File: config.mk
export PLATFORM = sky130hd
export DESIGN_NAME = axis_data_unpadding
export DESIGN_NICKNAME = d
export VERILOG_FILES = /design/src/rtl/axis_data_unpadding.sv
export SDC_FILE = /design/constraint.sdc
export NUM_CORES = 1
export LEC_CHECK = 0
export ABC_AREA = 1
export CAP_MARGIN = 10
export CORE_MARGIN = 2
export CORE_UTILIZATION = 40
export DETAILED_ROUTE_END_ITERATION = 16
export PLACE_DENSITY = 0.68
export SYNTH_ARGS = -nofsm -noshare
export SYNTH_HDL_FRONTEND = slang
export SYNTH_SLANG_ARGS = --single-unit
File: constraint.sdc
create_clock -name s_axis_aclk -period 6.46 [get_ports s_axis_aclk]
set_clock_uncertainty 0.15 [all_clocks]
set_input_delay 1.615 -clock s_axis_aclk [delete_from_list [all_inputs] [get_ports s_axis_aclk]]
set_output_delay 1.615 -clock s_axis_aclk [all_outputs]
set_load 0.01 [all_outputs]
File: src/rtl/axis_data_unpadding.sv
// Receive-side unpadder: strips all-zero frames from AXI-Stream packets, moves
// tlast onto the last non-zero frame, and reports per-packet frame counts.
`timescale 1ns/1ps
module axis_data_unpadding #(
  parameter int DATA_W = 64,
  parameter int CNT_W  = 32
) (
  input  logic              s_axis_aclk,
  input  logic              s_axis_areset,
  output logic              s_axis_tready,
  input  logic [DATA_W-1:0] s_axis_tdata,
  input  logic              s_axis_tlast,
  input  logic              s_axis_tvalid,
  input  logic              m_axis_tready,
  output logic [DATA_W-1:0] m_axis_tdata,
  output logic              m_axis_tlast,
  output logic              m_axis_tvalid,
  output logic              m_axis_hsked,
  output logic [CNT_W-1:0]  iFrameNum,
  output logic [CNT_W-1:0]  emptyPktCnt
);

  // Handshakes: a beat transfers on a rising edge where valid && ready.
  // Once m_axis_tvalid is raised, data/last are held until that transfer.

  typedef enum logic {FILL = 1'b0, CLOSE = 1'b1} state_t;

  state_t            state, next_state;
  logic [DATA_W-1:0] hold_data;
  logic              hold_valid;
  logic [CNT_W-1:0]  pkt_cnt;
  logic              z;
  logic              s_hs;

  assign z             = (s_axis_tdata == '0);
  assign s_hs          = s_axis_tvalid && s_axis_tready;
  assign m_axis_hsked  = m_axis_tvalid && m_axis_tready;
  assign m_axis_tdata  = hold_data;

  // Ready is built from hold/state, tdata and downstream ready only, so there
  // is no combinational path from s_axis_tvalid back to s_axis_tready.
  always_comb begin
    s_axis_tready = 1'b1;
    m_axis_tvalid = 1'b0;
    m_axis_tlast  = 1'b0;
    case (state)
      FILL: begin
        s_axis_tready = !hold_valid || m_axis_tready || (z && !s_axis_tlast);
        if (s_axis_tvalid && hold_valid && (!z || s_axis_tlast)) begin
          m_axis_tvalid = 1'b1;
          m_axis_tlast  = z;
        end
      end
      CLOSE: begin
        s_axis_tready = 1'b0;
        m_axis_tvalid = 1'b1;
        m_axis_tlast  = 1'b1;
      end
      default: begin
        s_axis_tready = 1'b1;
      end
    endcase
  end

  always_comb begin
    next_state = state;
    case (state)
      FILL:    if (s_hs && !z && s_axis_tlast) next_state = CLOSE;
      CLOSE:   if (m_axis_hsked) next_state = FILL;
      default: next_state = FILL;
    endcase
  end

  always_ff @(posedge s_axis_aclk) begin
    if (s_axis_areset) begin
      state       <= FILL;
      hold_data   <= '0;
      hold_valid  <= 1'b0;
      pkt_cnt     <= '0;
      iFrameNum   <= '0;
      emptyPktCnt <= '0;
    end else begin
      state <= next_state;
      if (state == FILL && s_hs) begin
        if (!z) begin
          hold_data  <= s_axis_tdata;
          hold_valid <= 1'b1;
        end else if (s_axis_tlast) begin
          if (hold_valid) begin
            hold_valid <= 1'b0;
          end else begin
            emptyPktCnt <= emptyPktCnt + 1'b1;
            iFrameNum   <= '0;
          end
        end
      end else if (state == CLOSE && m_axis_hsked) begin
        hold_valid <= 1'b0;
      end
      // Frame count of the packet is published on the tlast transfer.
      if (m_axis_hsked) begin
        if (m_axis_tlast) begin
          iFrameNum <= pkt_cnt + 1'b1;
          pkt_cnt   <= '0;
        end else begin
          pkt_cnt <= pkt_cnt + 1'b1;
        end
      end
    end
  end

endmodule

## Word-level counts from Yosys, hierarchy flattened

Index checks and enable logic that the tools add are counted.

| operators by class | value |
|---|---|
| reduce and logical (&&, ||, !) cells | 20 |
| bitwise gates (word level) | 3 |
| equality and inequality tests | 1 |
| $add $sub $neg | 2 |
| muxes and demuxes | 19 |

Operators by type and width:

| kind | count |
|---|---|
| 32-bit 2-to-1 mux | 7 |
| 32-bit by 1-bit adder with 32-bit output, second input constant | 2 |
| 64-bit zero test | 1 |
| 1-bit logical AND | 9 |
| 1-bit 2-to-1 mux | 8 |
| 1-bit case mux with 2 select lines | 4 |
| 2-bit AND reduction | 2 |
| 4-bit AND reduction | 1 |
| 1-bit zero test | 3 |
| 1-bit logical OR | 3 |
| 3-bit != test, second input constant | 1 |
| 1-bit inverter | 3 |
| 2-bit nonzero test | 1 |

| storage, ports and cells | value |
|---|---|
| bits in registers | 162 |
| word-level logic and storage cells | 51 |

## Logic depth before layout (Yosys ltp)

Gate-level depths: netlist of run 1.

| depth | value |
|---|---|
| word-level depth | 10 |
| depth in mapped cells | 15 |
| mapped depth without buffers | 14 |

## Least setup slack after synthesis of run 1

Ideal clock, no wire load.

| timing | value |
|---|---|
| path type | input -> output |
| start | in s_axis_tdata[63] |
| end | out m_axis_hsked |
| stages | 11 |
| path slack | 1.958 ns |
| path buffers | 1 |
| data arrival time | 2.737 ns |
| path through | nor2_1 > nand2_1 > nor2_1 > nand2_1 > nor2_1 > nand3_2 > nand2_1 > nand2_1 > nand2_2 > inv_2 > clkbuf_1 |

| on the way | value |
|---|---|
| longest elaborated chain between the ends | 7 |

Ends and longest elaborated chain:

| item | RTL line | RTL |
|---|---|---|
| start, declared | 11 | `input logic [DATA_W-1:0] s_axis_tdata,` |
| 64-bit zero test | 35 | `assign z = (s_axis_tdata == '0);` |
| 1-bit zero test | -- |  |
| 1-bit logical OR | 49 | `if (s_axis_tvalid && hold_valid && (!z \|\| s_axis_tlast)) begin` |
| 1-bit logical AND | 49 |  |
| 1-bit 2-to-1 mux | 49 |  |
| 1-bit case mux with 2 select lines | 46 | `case (state)` |
| via m_axis_tvalid | 17 | `output logic m_axis_tvalid,` |
| 1-bit logical AND | 37 | `assign m_axis_hsked = m_axis_tvalid && m_axis_tready;` |
| end, declared | 18 | `output logic m_axis_hsked,` |

The timed path passes the listed nets, and every way through them passes these cells.

## Worst setup path in the final report of run 1

| timing | value |
|---|---|
| start | in s_axis_tdata[23] |
| end | out m_axis_tlast |

| on the way | value |
|---|---|
| longest elaborated chain between the ends | 6 |

Ends and longest elaborated chain:

| item | RTL line | RTL |
|---|---|---|
| 64-bit zero test * | 35 |  |
| 1-bit zero test | -- |  |
| 1-bit logical OR | 49 |  |
| 1-bit logical AND | 49 |  |
| 1-bit 2-to-1 mux * | 49 |  |
| 1-bit case mux with 2 select lines * | 46 |  |
| end, declared | 16 | `output logic m_axis_tlast,` |

Mark *: on every way between the ends. The rest lies on a longest branch, timed or not.

==> results of run 1 <==
worst max-delay path by stage:
| stage | to | slack [ns] | cells after the start |
|---|---|---|---|
| after floorplan | m_axis_hsked | 1.96 | 11 |
| after global placement | m_axis_tlast | 1.01 | 11 |
| after detailed placement | m_axis_tlast | 0.98 | 11 |
| after CTS | m_axis_tlast | 0.97 | 11 |
| after global routing | s_axis_tready | 0.79 | 9 |
| final | m_axis_tlast | 0.99 | 11 |
cells by family after synthesis:
kind of cell               count (synthesis)
AOI/OAI and AO/OA                        136
xor gates and xnor gates                  27
adders and majority gates                  2
buffers and inverters                    141
DFF                                      162
and+or+nand+nor                          733
per-stage QoR:
stage          worst slack, ns  std cells  hold slack (ns)  power (W)  cell area (sq um)
3_5_place_dp             0.979       1615            0.322    0.00140               9880
5_1_grt                  0.794       1646            0.350    0.00243              10400
6_report                 0.995       1646            0.331    0.00234              10400
3_3_place_gp              1.01       1615            0.315    0.00140               9880
4_1_cts                  0.974       1646            0.332    0.00236              10400
2_1_floorplan             1.96       1201            0.306    0.00124               7780
registers in the layout, indices dropped and copies added (netlist names):
register      cells
m_axis_tdata     64
pkt_cnt          32
state             1
iFrameNum        32
hold_valid        1
emptyPktCnt      32
critical path, stage by stage:
cell             delay (ns)
clkdlybuf4s50_1        0.45
nor2_1                 0.12
nand2_1                0.07
nor2_1                 0.09
nand2_1                0.09
nor2_1                 0.18
nand2_1                0.18
inv_2                  0.13
nand3_1                0.09
nand2_2                0.10
clkdlybuf4s50_1        0.58
cells in the mapped netlist (11+ instances only):
cell        n
o21ai_0    18
clkbuf_1   20
nand3_1    81
buf_2      22
nor2_2     11
xor2_1     17
dfxtp_1   162
o21ai_1    49
a21oi_1    67
nand2_1   294
inv_1      79
nor2_1    310
nor3_1     17
where the power goes:
| group | internal [W] | switching, W | leakage (nW) |
|---|---|---|---|
| registers | 0.00104 | 0.0000223 | 1.32 |
| clock network | 0.000549 | 0.000404 | 0.260 |
| logic | 0.000151 | 0.000165 | 2.55 |
cells in the final DEF (no fill, tap or decap), types with 2 or more instances in the layout:
cell             count
clkbuf_1             4
ha_1                 2
nor2_4               2
clkdlybuf4s50_1    200
nand2_2              3
inv_1               79
nor2_2               9
buf_4                7
clkbuf_8             2
nand2_1            294
dfxtp_1            162
o21ai_1             49
xnor2_1             10
a21oi_1             67
xor2_1              17
nand3_2              3
a21o_1               2
nor3_1              17
nor2_1             310
nand4_1              6
nand3_1             80
clkinv_2             3
clkbuf_16           17
and3_1               2
o21ai_0             18
nor3b_1              2
inv_2                3
clkinvlp_4           3
final cells by class:
| type | count | area share [%] |
|---|---|---|
| well taps | 265 | 3.18 |
| inverters | 83 | 3.00 |
| repair buffers | 207 | 19.7 |
| flip-flops and latches | 162 | 31.1 |
| clock buffers | 23 | 4.49 |
| multi-input cells | 898 | 37.8 |
| clock inverters | 8 | 0.768 |
routing by layer:
| metal | up-vias | global-route usage (%) |
|---|---|---|
| li1 | 4110 | - |
| met1 | 3469 | 27.8 |
| met2 | 197 | 33.4 |
| met3 | 30 | 7.20 |
| met4 | 0 | 6.81 |
| met5 | - | 0 |
==> impl_metrics.toml, run 1 <==
[run_status]
outcome = "finished, final reports clean"

[synthesis]
count_of_unique_library_cells_instantiated_by_yosys = 32
post_synth_mux_area_share_pct = 0
synth_compound_area_share_pct = 8.81
largest_family_of_logic_cells_by_synthesized_area = "simple AND/OR/NAND/NOR gates"
leading_post_synthesis_cells_by_cell_area = "dfxtp_1 42%, nor2_1 15%, nand2_1 14%"
synth_sequential_area_ratio_pct = 41.7
dominantRegCellSynth = "dfxtp_1"
ys_ff_latch = 162
asyncSetResetFlopFracSynth_pct = 0
post_synth_fa_ha_maj_area_fraction_pct = 0.322
synthCells = 1201
synth_edf_count = 0
yosys.area.top_type_share_pct = 41.7
yosys_warnings = 0
post_synthesis_share_of_cell_area_spent_on_xor_and_xnor_gates_pct = 3.04
area_fraction_in_and_or_nand_and_nor_cells_after_synthesis_pct = 38.3
synth_top_cell_by_area = "dfxtp_1"
synthesized_area_per_cell_sq_um = 6.48
syn-cell-area_sq_mm = 0.00778
synth_fp_nets = 1272

[hold_path]
whs_path_depth = 2
worstHoldPathType = "flip-flop to flip-flop"
min_delay_worst_endpoint = "pkt_cnt[31]"
hold_path.startpoint = "pkt_cnt[31]"

[drt]
drt.antenna.violating_nets = 0
tritonroute_pass_1_iters = 5
route.detailed.wl_per_inst_microns = 13.1
via_count = 7806
routed.top_layer = "met4"
post_drt_via_cell_ratio = 4.74
wl_met2_microns = 9660
drt_iter0_drc = 589
drc = 0
route.final.wire_length_microns = 21600
met3RoutedLength_microns = 1620
wl_met1_microns = 9960

[layout]
antenna_cells_inserted = 0
areaGrowthSynthToFinish_pct = 34.0
finalCoreUtilization_pct = 54.1
finish.net_count = 1440
final-seq-area_sq_mm = 0.00324
multi_input_comb_area_sq_mm = 0.00394
fraction_of_layout_instances_using_a_drive_strength_above_1_pct = 4.20
num-fill-cells = 1976

[global_route]
grt_first_pass_wirelength_microns = 35200
total_global_routing_overflow = 0
globalRouteTotalUtil_pct = 21.3
first_global_vias = 6984
grt_max_degree = 94
initial_antenna_violation_count = 0

[timing]
max-slew-margin-rel_pct = 28.6
totalNegativeSetupSlack_ns = 0
fmax_mhz = 183
finalHoldViolations = 0
post-route-period-util_pct = 84.6
setup_viol = 0
setup_repair_after_global_routing_missed_its_margin = "false"
layout_min_cycle_time_ns = 5.47
number_of_pins_with_negative_max_slew_slack_in_the_final_report = 0
max_slew.worst_pin.slew_ns = 1.07

[floorplan]
std_cell_rows = 51
fp.coreArea_sq_mm = 0.0193
fp.dieW_microns = 143
io_pins = 201
effective_utilization_at_floorplan_pct = 40.4
floorplan.die_area_sq_mm = 0.0206
die_h_microns = 143

[critical_path]
setup.worst_path.start = "s_axis_tdata[23]"
critPathArrivalTime_ns = 3.70
worstSetupPathType = "input pin to output pin"
r2r_start = "emptyPktCnt[0]"
kind_of_start_point_of_the_critical_path = "input pin"
worstPathMaxFanout = 4
reg2regPathDepth = 12
cp-end-kind = "output pin"
setup.reg_to_reg.worst_slack_ns = 4.04
crit-reg2reg-capture = "emptyPktCnt[30]"
critical_path_required_ns = 4.70

[cts]
clock_path_buffers = 2
post_cts.repair.setup_buffers = 0
cts_root_buf = "clkbuf_16"
cts_made_buffers = 17
post_cts_resize_count = 0
clock_tree_from_tritoncts = "built"
clkSlewWorstSetupHoldPaths_ns = 0.06
clkSinkCount = 162
cts-htree-levels = 4
clkLatencyLatePin_ns = 0.43
postCtsHoldBufs = 0

[placed_design]
port_buffers = 200
finalWeightedCongestion = 0.897
hpwlAfterDp_microns = 15300

[power]
cellPowerDensity_mw_per_mm2 = 224
leakage_power_total_nw = 4.13
vdd_drop_max_mv = 0.194

[job]
timing.max_cap.violations = 0
Power figures use the tool's default switching activity.
==> run 2, diff against run 1 <==
Settings changed: PLACE_DENSITY 0.68 to 0.7.
Clock period 6.46 ns to 4.7 ns, I/O delays scaled along.
==> impl_metrics.toml, run 2 (same netlist as run 1, synthesis figures left out) <==
[drt]
wl_met1_microns = 10100
met3RoutedLength_microns = 1480
tritonroute_pass_1_iters = 7
route.final.wire_length_microns = 21500
route.detailed.wl_per_inst_microns = 13.0
drt.antenna.violating_nets = 0
routed.top_layer = "met4"
drt_iter0_drc = 471
drc = 0
wl_met2_microns = 9550
via_count = 7856
post_drt_via_cell_ratio = 4.76

[timing]
layout_min_cycle_time_ns = 4.47
totalNegativeSetupSlack_ns = 0
post-route-period-util_pct = 95.1
fmax_mhz = 224
number_of_pins_with_negative_max_slew_slack_in_the_final_report = 0
finalHoldViolations = 0
setup_viol = 0
max-slew-margin-rel_pct = 54.5
setup_repair_after_global_routing_missed_its_margin = "false"
fin_worst_hold_slack_ns = 0.338
max_slew.worst_pin.slew_ns = 0.683

[layout]
fraction_of_layout_instances_using_a_drive_strength_above_1_pct = 4.77
antenna_cells_inserted = 0
largest_reg_flops = 64
layout_commonest_cell = "nor2_1"
multi_input_comb_area_sq_mm = 0.00394
final-seq-area_sq_mm = 0.00324
finish.net_count = 1445
final_cell_mix = "310 x nor2_1, 294 x nand2_1, 200 x clkdlybuf4s50_1"
areaGrowthSynthToFinish_pct = 35.4
num-fill-cells = 1910

[placed_design]
hpwlAfterDp_microns = 15300
finalWeightedCongestion = 0.898
port_buffers = 200

[power]
share_seq_of_total_power_pct = 44.0
share_comb_of_total_power_pct = 13.1
vdd_drop_max_mv = 0.255
leakage_power_total_nw = 4.19
power.switching_fraction_pct = 24.7
cellPowerDensity_mw_per_mm2 = 316
p_total_w = 0.00333
power.switching_w = 0.000825
intPower_w = 0.00251
clock_power_share_pct = 43.0

[critical_path]
kind_of_start_point_of_the_critical_path = "input pin"
setup.worst_path.start = "s_axis_tdata[12]"
worstSetupPathType = "input pin to output pin"
crit_path_max_incr_delay_ns = 0.56
critical_path_required_ns = 3.38
timing.critical_path.cells = "clkdlybuf4s50_1 -> nor2_1 -> nand2_1 -> nor2_1 -> nand2_1 -> nor2_1 -> nand2_1 -> inv_2 -> nand3_1 -> nand2_2 -> clkdlybuf4s50_1"
r2r_start = "emptyPktCnt[0]"
cp-end-kind = "output pin"
cpLargestDelayFamily = "buffers and inverters"
worstPathMaxFanout = 3
cp_bufs_invs = 3
critical_path.slowest_cell = "clkdlybuf4s50_1"
critPathArrivalTime_ns = 3.14

[floorplan]
fp.dieW_microns = 143
io_pins = 201
fp.coreArea_sq_mm = 0.0193
effective_utilization_at_floorplan_pct = 40.4
std_cell_rows = 51
floorplan.die_area_sq_mm = 0.0206
die_h_microns = 143

[cts]
cts_made_buffers = 17
clkSlewWorstSetupHoldPaths_ns = 0.06
clock_path_buffers = 2
cts_root_buf = "clkbuf_16"
post_cts.repair.setup_buffers = 0
clkSinkCount = 162
cts-htree-levels = 4
clock_tree_from_tritoncts = "built"
clkLatencyLatePin_ns = 0.42
postCtsHoldBufs = 0

[global_route]
first_global_vias = 7210
grt_first_pass_wirelength_microns = 35500
globalRouteTotalUtil_pct = 21.3
total_global_routing_overflow = 0
initial_antenna_violation_count = 0
grt_max_degree = 88

[run_status]
outcome = "finished, final reports clean"

[hold_path]
worstHoldPathType = "flip-flop to flip-flop"
hold_path.startpoint = "pkt_cnt[15]"

[job]
timing.max_cap.violations = 0
## run 2: cell type report
type	instances	area share (%)
clock inverters	10	1.40
flip-flops and latches	162	30.8
inverters	83	2.97
clock buffers	20	4.33
well taps	265	3.15
multi-input cells	898	37.4
repair buffers	212	20.0
## run 2: path summary, 6_finish.rpt
check | endpoint | slack [ns] | depth (start not counted)
worst min register to register | pkt_cnt[15] | 0.34 | 2
worst max register to register | emptyPktCnt[30] | 2.26 | 12
worst min-delay path | pkt_cnt[15] | 0.34 | 2
worst max-delay path | m_axis_tlast | 0.23 | 11
## run 2: worst register-to-register path, cell delays in order, from the launching register on
cell	delay (ns)
dfxtp_1	0.41
ha_1	0.22
nand3_1	0.14
nor2_2	0.15
nand3_1	0.13
nor2_2	0.21
nand3_1	0.19
nor2_2	0.20
nand3_1	0.15
nor2_1	0.16
nand3_1	0.10
nand2_1	0.09
nor2_1	0.04
## run 2: repair_timing
action,in CTS,in global routing
hold endpoints to repair,0,0
resized for setup,0,1
endpoints found under the setup margin,0,1
## run 2: power groups by stage
stage / Clock (W) / Sequential, W / Combinational [W]
finish: 0.00143 / 0.00147 / 0.000436
floorplan: 0 / 0.00152 / 0.000181
CTS: 0.00146 / 0.00147 / 0.000440
detailed placement: 0 / 0.00150 / 0.000437
global placement: 0 / 0.00149 / 0.000437
global route: 0.00152 / 0.00147 / 0.000480
## run 2: routing by layer
metal,up-vias,track usage [%]
li1,4117,-
met1,3519,28.1
met2,201,34.0
met3,19,6.36
met4,0,5.93
met5,-,0
## run 2: stage by stage
step                util [%]  instance area (sq um)  instances  worst slack [ns]
finish                  54.7                  10500       1650             0.232
global route            54.7                  10500       1650            0.0352
CTS                     54.7                  10500       1650             0.119
detailed placement      51.5                   9930       1620             0.134
global placement        51.5                   9930       1620             0.194
floorplan                  -                   7780       1201              1.08
